`src/rtl/pupil_window_ctrl.sv`:
```
// Per-frame pupil tracker: accumulates dark-pixel coordinates, divides at frame end
// to find the centroid, and publishes a clamped marker box around it.
module pupil_window_ctrl #(
    parameter int CW      = 13,
    parameter int DW      = 10,
    parameter int H_MAX   = 1279,
    parameter int V_MAX   = 959,
    parameter int HALF    = 20,
    parameter int MIN_PIX = 64,
    parameter int NW      = 21,
    parameter int SW      = 34
) (
    input  logic          iCLK,
    input  logic          iRST,
    input  logic          iEN,
    input  logic          iDVAL,
    input  logic [CW-1:0] iH_Cont,
    input  logic [CW-1:0] iV_Cont,
    input  logic [DW-1:0] iGray,
    input  logic [DW-1:0] iThresh,
    output logic [CW-1:0] oBOX_X0,
    output logic [CW-1:0] oBOX_X1,
    output logic [CW-1:0] oBOX_Y0,
    output logic [CW-1:0] oBOX_Y1,
    output logic          oFOUND,
    output logic          oUPD,
    output logic          oBUSY
);

    localparam int STW = $clog2(SW);

    typedef enum logic [1:0] {S_IDLE, S_DIV_X, S_DIV_Y, S_UPD} state_t;

    state_t         state_q, state_d;
    logic [CW-1:0]  v_prev_q;
    logic [NW-1:0]  cnt_q, cnt_d;
    logic [SW-1:0]  sx_q, sx_d, sy_q, sy_d;
    logic [NW-1:0]  div_q, div_d;
    logic [SW-1:0]  dvd_q, dvd_d;
    logic [SW-1:0]  sy_snap_q, sy_snap_d;
    logic [NW:0]    rem_q, rem_d;
    logic [STW-1:0] step_q, step_d;
    logic [CW-1:0]  cx_q, cx_d, cy_q, cy_d;
    logic [CW-1:0]  x0_q, x0_d, x1_q, x1_d, y0_q, y0_d, y1_q, y1_d;
    logic           found_q, found_d, upd_q, upd_d;

    logic           frame_end, dark, cnt_sat, q_bit;
    logic [NW:0]    rem_sh, rem_next;
    logic [SW-1:0]  dvd_step;

    function automatic logic [CW-1:0] lo_clamp(input logic [CW-1:0] c);
        return (c < CW'(HALF)) ? '0 : c - CW'(HALF);
    endfunction

    function automatic logic [CW-1:0] hi_clamp(input logic [CW-1:0] c, input logic [CW:0] lim);
        logic [CW:0] s;
        s = {1'b0, c} + (CW+1)'(HALF);
        return (s > lim) ? lim[CW-1:0] : s[CW-1:0];
    endfunction

    assign frame_end = (iV_Cont < v_prev_q);
    assign dark      = iDVAL & iEN & (iGray < iThresh);
    assign cnt_sat   = &cnt_q;

    // One restoring-division step: the quotient bit shifts in where the dividend bit left.
    assign rem_sh   = {rem_q[NW-1:0], dvd_q[SW-1]};
    assign q_bit    = (rem_sh >= {1'b0, div_q});
    assign rem_next = q_bit ? rem_sh - {1'b0, div_q} : rem_sh;
    assign dvd_step = {dvd_q[SW-2:0], q_bit};

    always_comb begin
        // NOTE: every next-state value defaults to its register first, so no path infers a latch.
        state_d   = state_q;
        cnt_d     = cnt_q;
        sx_d      = sx_q;
        sy_d      = sy_q;
        div_d     = div_q;
        dvd_d     = dvd_q;
        sy_snap_d = sy_snap_q;
        rem_d     = rem_q;
        step_d    = step_q;
        cx_d      = cx_q;
        cy_d      = cy_q;
        x0_d      = x0_q;
        x1_d      = x1_q;
        y0_d      = y0_q;
        y1_d      = y1_q;
        found_d   = found_q;
        upd_d     = 1'b0;

        if (!iEN) begin
            cnt_d = '0;
            sx_d  = '0;
            sy_d  = '0;
        end else if (frame_end) begin
            cnt_d = dark ? NW'(1) : '0;
            sx_d  = dark ? SW'(iH_Cont) : '0;
            sy_d  = dark ? SW'(iV_Cont) : '0;
        end else if (dark && !cnt_sat) begin
            cnt_d = cnt_q + 1'b1;
            sx_d  = sx_q + SW'(iH_Cont);
            sy_d  = sy_q + SW'(iV_Cont);
        end

        case (state_q)
            S_DIV_X, S_DIV_Y: begin
                dvd_d  = dvd_step;
                rem_d  = rem_next;
                step_d = step_q + 1'b1;
                if (step_q == STW'(SW-1)) begin
                    rem_d  = '0;
                    step_d = '0;
                    if (state_q == S_DIV_X) begin
                        cx_d    = dvd_step[CW-1:0];
                        dvd_d   = sy_snap_q;
                        state_d = S_DIV_Y;
                    end else begin
                        cy_d    = dvd_step[CW-1:0];
                        state_d = S_UPD;
                    end
                end
            end
            S_UPD: begin
                upd_d   = 1'b1;
                found_d = (div_q >= NW'(MIN_PIX));
                if (div_q >= NW'(MIN_PIX)) begin
                    x0_d = lo_clamp(cx_q);
                    x1_d = hi_clamp(cx_q, (CW+1)'(H_MAX));
                    y0_d = lo_clamp(cy_q);
                    y1_d = hi_clamp(cy_q, (CW+1)'(V_MAX));
                end
                state_d = S_IDLE;
            end
            default: ;
        endcase

        // A new frame end always wins: re-snapshot and restart, dropping any divide in flight.
        if (frame_end) begin
            div_d     = cnt_q;
            dvd_d     = sx_q;
            sy_snap_d = sy_q;
            rem_d     = '0;
            step_d    = '0;
            state_d   = (cnt_q < NW'(MIN_PIX)) ? S_UPD : S_DIV_X;
        end
    end

    always_ff @(posedge iCLK) begin
        // NOTE: sequential state uses non-blocking assignments so all registers update together.
        if (iRST) begin
            state_q   <= S_IDLE;
            v_prev_q  <= '0;
            cnt_q     <= '0;
            sx_q      <= '0;
            sy_q      <= '0;
            div_q     <= '0;
            dvd_q     <= '0;
            sy_snap_q <= '0;
            rem_q     <= '0;
            step_q    <= '0;
            cx_q      <= '0;
            cy_q      <= '0;
            x0_q      <= '0;
            x1_q      <= '0;
            y0_q      <= '0;
            y1_q      <= '0;
            found_q   <= 1'b0;
            upd_q     <= 1'b0;
        end else begin
            state_q   <= state_d;
            v_prev_q  <= iV_Cont;
            cnt_q     <= cnt_d;
            sx_q      <= sx_d;
            sy_q      <= sy_d;
            div_q     <= div_d;
            dvd_q     <= dvd_d;
            sy_snap_q <= sy_snap_d;
            rem_q     <= rem_d;
            step_q    <= step_d;
            cx_q      <= cx_d;
            cy_q      <= cy_d;
            x0_q      <= x0_d;
            x1_q      <= x1_d;
            y0_q      <= y0_d;
            y1_q      <= y1_d;
            found_q   <= found_d;
            upd_q     <= upd_d;
        end
    end

    assign oBOX_X0 = x0_q;
    assign oBOX_X1 = x1_q;
    assign oBOX_Y0 = y0_q;
    assign oBOX_Y1 = y1_q;
    assign oFOUND  = found_q;
    assign oUPD    = upd_q;
    assign oBUSY   = (state_q == S_DIV_X) || (state_q == S_DIV_Y);

endmodule

```
`config.mk`:
```
export PLATFORM = sky130hd
export DESIGN_NAME = pupil_window_ctrl
export DESIGN_NICKNAME = d
export VERILOG_FILES = /design/src/rtl/pupil_window_ctrl.sv
export SDC_FILE = /design/constraint.sdc
export NUM_CORES = 1
export LEC_CHECK = 0
export CAP_MARGIN = 20
export CORE_MARGIN = 2
export CORE_UTILIZATION = 47
export CTS_CLUSTER_DIAMETER = 60
export DETAILED_ROUTE_END_ITERATION = 8
export PLACE_DENSITY = 0.7
export SYNTH_ARGS = -nofsm -noshare
export SYNTH_HDL_FRONTEND = slang
export SYNTH_SLANG_ARGS = --single-unit
```
`constraint.sdc`:
```
create_clock -name iCLK -period 10.65 [get_ports iCLK]
set_clock_uncertainty 0.2 [all_clocks]
set_input_delay 2.6625 -clock iCLK [delete_from_list [all_inputs] [get_ports iCLK]]
set_output_delay 2.6625 -clock iCLK [all_outputs]
set_load 0.005 [all_outputs]
```
==> results.yml <==
status:
  outcome: "complete, no violations"
detailed_routing:
  wl_mm: 37.0
  wl_met2_mm: 16.9
  drt-pass1-iter-count: 5
  drtAntennaViolNets: 0
  highest_layer: "met4"
  wirelength_met1_mm: 17.5
  routed-wl-met3_mm: 1.88
  via_count: 13600
  initialDrtViolationCount: 920
  wl_per_cell_um: 15.2
  drc: 0
  via_per_inst: 5.57
layout:
  final_util_pct: 54.8
  area_growth_pct: 15.1
  n_antenna_cell: 0
  final_cells: 2437
  fin_area_sq_um: 17800
  nets: 2106
  drive_above_1_share_pct: 4.31
  num-fill-cells: 3035
global_route:
  antenna_found_initial: 0
  gr-total-overflow: 0
  grt_pass1_vias: 13000
  track_usage_pct: 22.1
  grt_pass1_wl_mm: 63.8
  grt_max_degree: 87
power:
  pwr_density_cell_nw_per_um2: 157
  vdd_drop_max_v: 0.000115
  p_leak_nw: 6.37
  finalPower_mw: 2.79
synth:
  avgSynthCellArea_sq_um: 7.97
  synth_area_sq_um: 15400
  async_flop_share_pct: 0
  yosysTopAreaCellShare_pct: 38.9
  synth_ff_type: "dfxtp_1"
  post_synth_num_cell_types: 70
  synth_most_common_cell: "nand2_1"
  synthCells: 1937
  synth_edf_count: 0
  synth.top_cells.by_area: "dfxtp_1 (39%), nand2_1 (7.6%), ha_1 (6.3%)"
  synth-seq-cells: 300
  synth_commonest_cells: "nand2_1 (314), dfxtp_1 (300), a21oi_1 (191)"
  ys_seq_area_share_pct: 38.9
  yosysTopAreaCell: "dfxtp_1"
  yosys_warnings: 0
  syn_nets: 2068
cts:
  cts_resized: 0
  cts_sinks: 300
  htreeDepth: 2
  hold_buffers: 0
  post-cts-setup-buffers: 0
  clockBufferDepth: 3
  clock_latency_ns: 0.51
  cts_inserted_buffers: 35
  cts_root_buf: "clkbuf_16"
  clk_pin_slew_ns: 0.06
  cts_tree: "done"
critical_path:
  worst-endpoint-required_ns: 10.89
  path_max_fanout: 74
  crit_chain: "clkdlybuf4s50_1 -> ha_1 -> a2111o_1 -> a311oi_1 -> o21ai_1 -> nand2_4 -> buf_4 -> o21ai_1 -> or4_1 -> a21oi_1"
  crit_top_cell: "o21ai_1"
  arrival_ns: 6.58
  path_class: "in -> reg"
  start_kind: "input port"
  critPathMaxStageDelay_ns: 0.70
  slowest_stage: "buf_4"
  cp-end-kind: "register"
sta:
  tightest_slew_ns: 1.05
  timing.hold.ws_ns: 0.249
  setup_slack_ns: 4.31
  maxSlewViolCount: 0
  min_period_ns: 6.34
  max-slew-margin-rel_pct: 29.9
  final_hold_viol_count: 0
  fin_crit_sh_pct: 59.6
  timing.fmax_ghz: 0.158
  setup-tns-final_ns: 0
  setup_violations: 0
  rsz0062_at_grt: "false"
placed_design:
  placed_area_sq_um: 16700
  gp_congestion: 0.865
  dp_slack_ns: 3.84
  dp.cells: 2378
  dp_hpwl_mm: 24.8
  port-buffer-count: 104
floorplanning:
  dieArea_sq_um: 34300
  die_h_um: 185
  initial_core_util_pct: 47.6
  rows: 66
  die_x_um: 185
  core_sq_um: 32500
  io_pins: 105
min_path:
  hold_class: "reg -> reg"
flow_run:
  drv_cap: 0
[cell type report]
type                            instances  area (sq um)  share of cell area, %
Multi-Input combinational cell       1435          8680                   48.8
Clock inverter                          8          82.6                  0.464
Sequential cell                       300          6010                   33.8
Tap cell                              442           553                   3.11
Inverter                               79           297                   1.67
Timing Repair Buffer                  124          1190                   6.68
Clock buffer                           49           980                   5.51
[power by group]
part | switching (mW) | internal (mW) | total, mW | leakage, nW
combinational | 0.298 | 0.173 | 0.471 | 3.43
clock | 0.461 | 0.665 | 1.13 | 0.518
sequential | 0.0325 | 1.16 | 1.19 | 2.43
total | 0.791 | 2.00 | 2.79 | 6.37
[metal layers]
layer	vias to the layer above	GRT usage, %
met2	286	37.3
met4	0	4.89
li1	6892	-
met5	-	0
met3	55	3.26
met1	6336	29.8
[registers in the layout, indices dropped and copies added (netlist names)]
register   flops
cy_q          13
oUPD           1
sx_q          34
sy_snap_q     34
dvd_q         34
oBOX_X0       13
rem_q         21
oBOX_Y1       13
oFOUND         1
sy_q          34
state_q        2
oBOX_Y0       13
cnt_q         21
div_q         21
oBOX_X1       13
v_prev_q      13
cx_q          13
step_q         6
[final timing paths]
| kind | start | endpoint | slack [ns] | cells past startpoint |
|---|---|---|---|---|
| worst min register to register | sy_snap_q[22] | sy_snap_q[22] | 0.25 | 2 |
| worst max register to register | v_prev_q[1] | sx_q[29] | 6.74 | 10 |
| worst max-delay path | iV_Cont[1] | sx_q[29] | 4.31 | 10 |
| worst min-delay path | sy_snap_q[22] | sy_snap_q[22] | 0.25 | 2 |
[worst max-delay path: cells and delay by family]
kind,cells,cell delay (ns)
AND/OR/NAND/NOR,2,1.00
buffers and inverters,2,1.30
adder cells (fa/ha/maj),1,0.27
AO/OA/AOI/OAI,5,1.30
[cells in the final DEF (no fill, tap or decap), types with 12 or more instances in the layout]
cell	instances
nor3_1	44
dfxtp_1	300
nor2_1	176
buf_4	18
nor2b_1	25
ha_1	78
xnor2_1	47
nand2_1	312
a221oi_1	19
o211ai_1	35
a22oi_1	20
o31ai_1	20
or3_1	17
or4_1	12
nor4_1	15
clkdlybuf4s50_1	103
inv_1	78
a211oi_1	28
xor2_1	53
o21ai_0	63
a21oi_1	191
and3_1	21
clkbuf_16	36
nand4_1	20
a21o_1	18
nand3_1	60
and2_1	13
mux2i_1	23
[logic make-up after synthesis]
group,Yosys count,share of synthesized area [%]
compound gates,484,20.4
xor+xnor,100,5.67
fa+ha+maj,81,6.71
buf+inv,202,5.07
flops,300,38.9
mux,24,1.56
simple gates,746,21.7
Power figures use the tool's default switching activity.
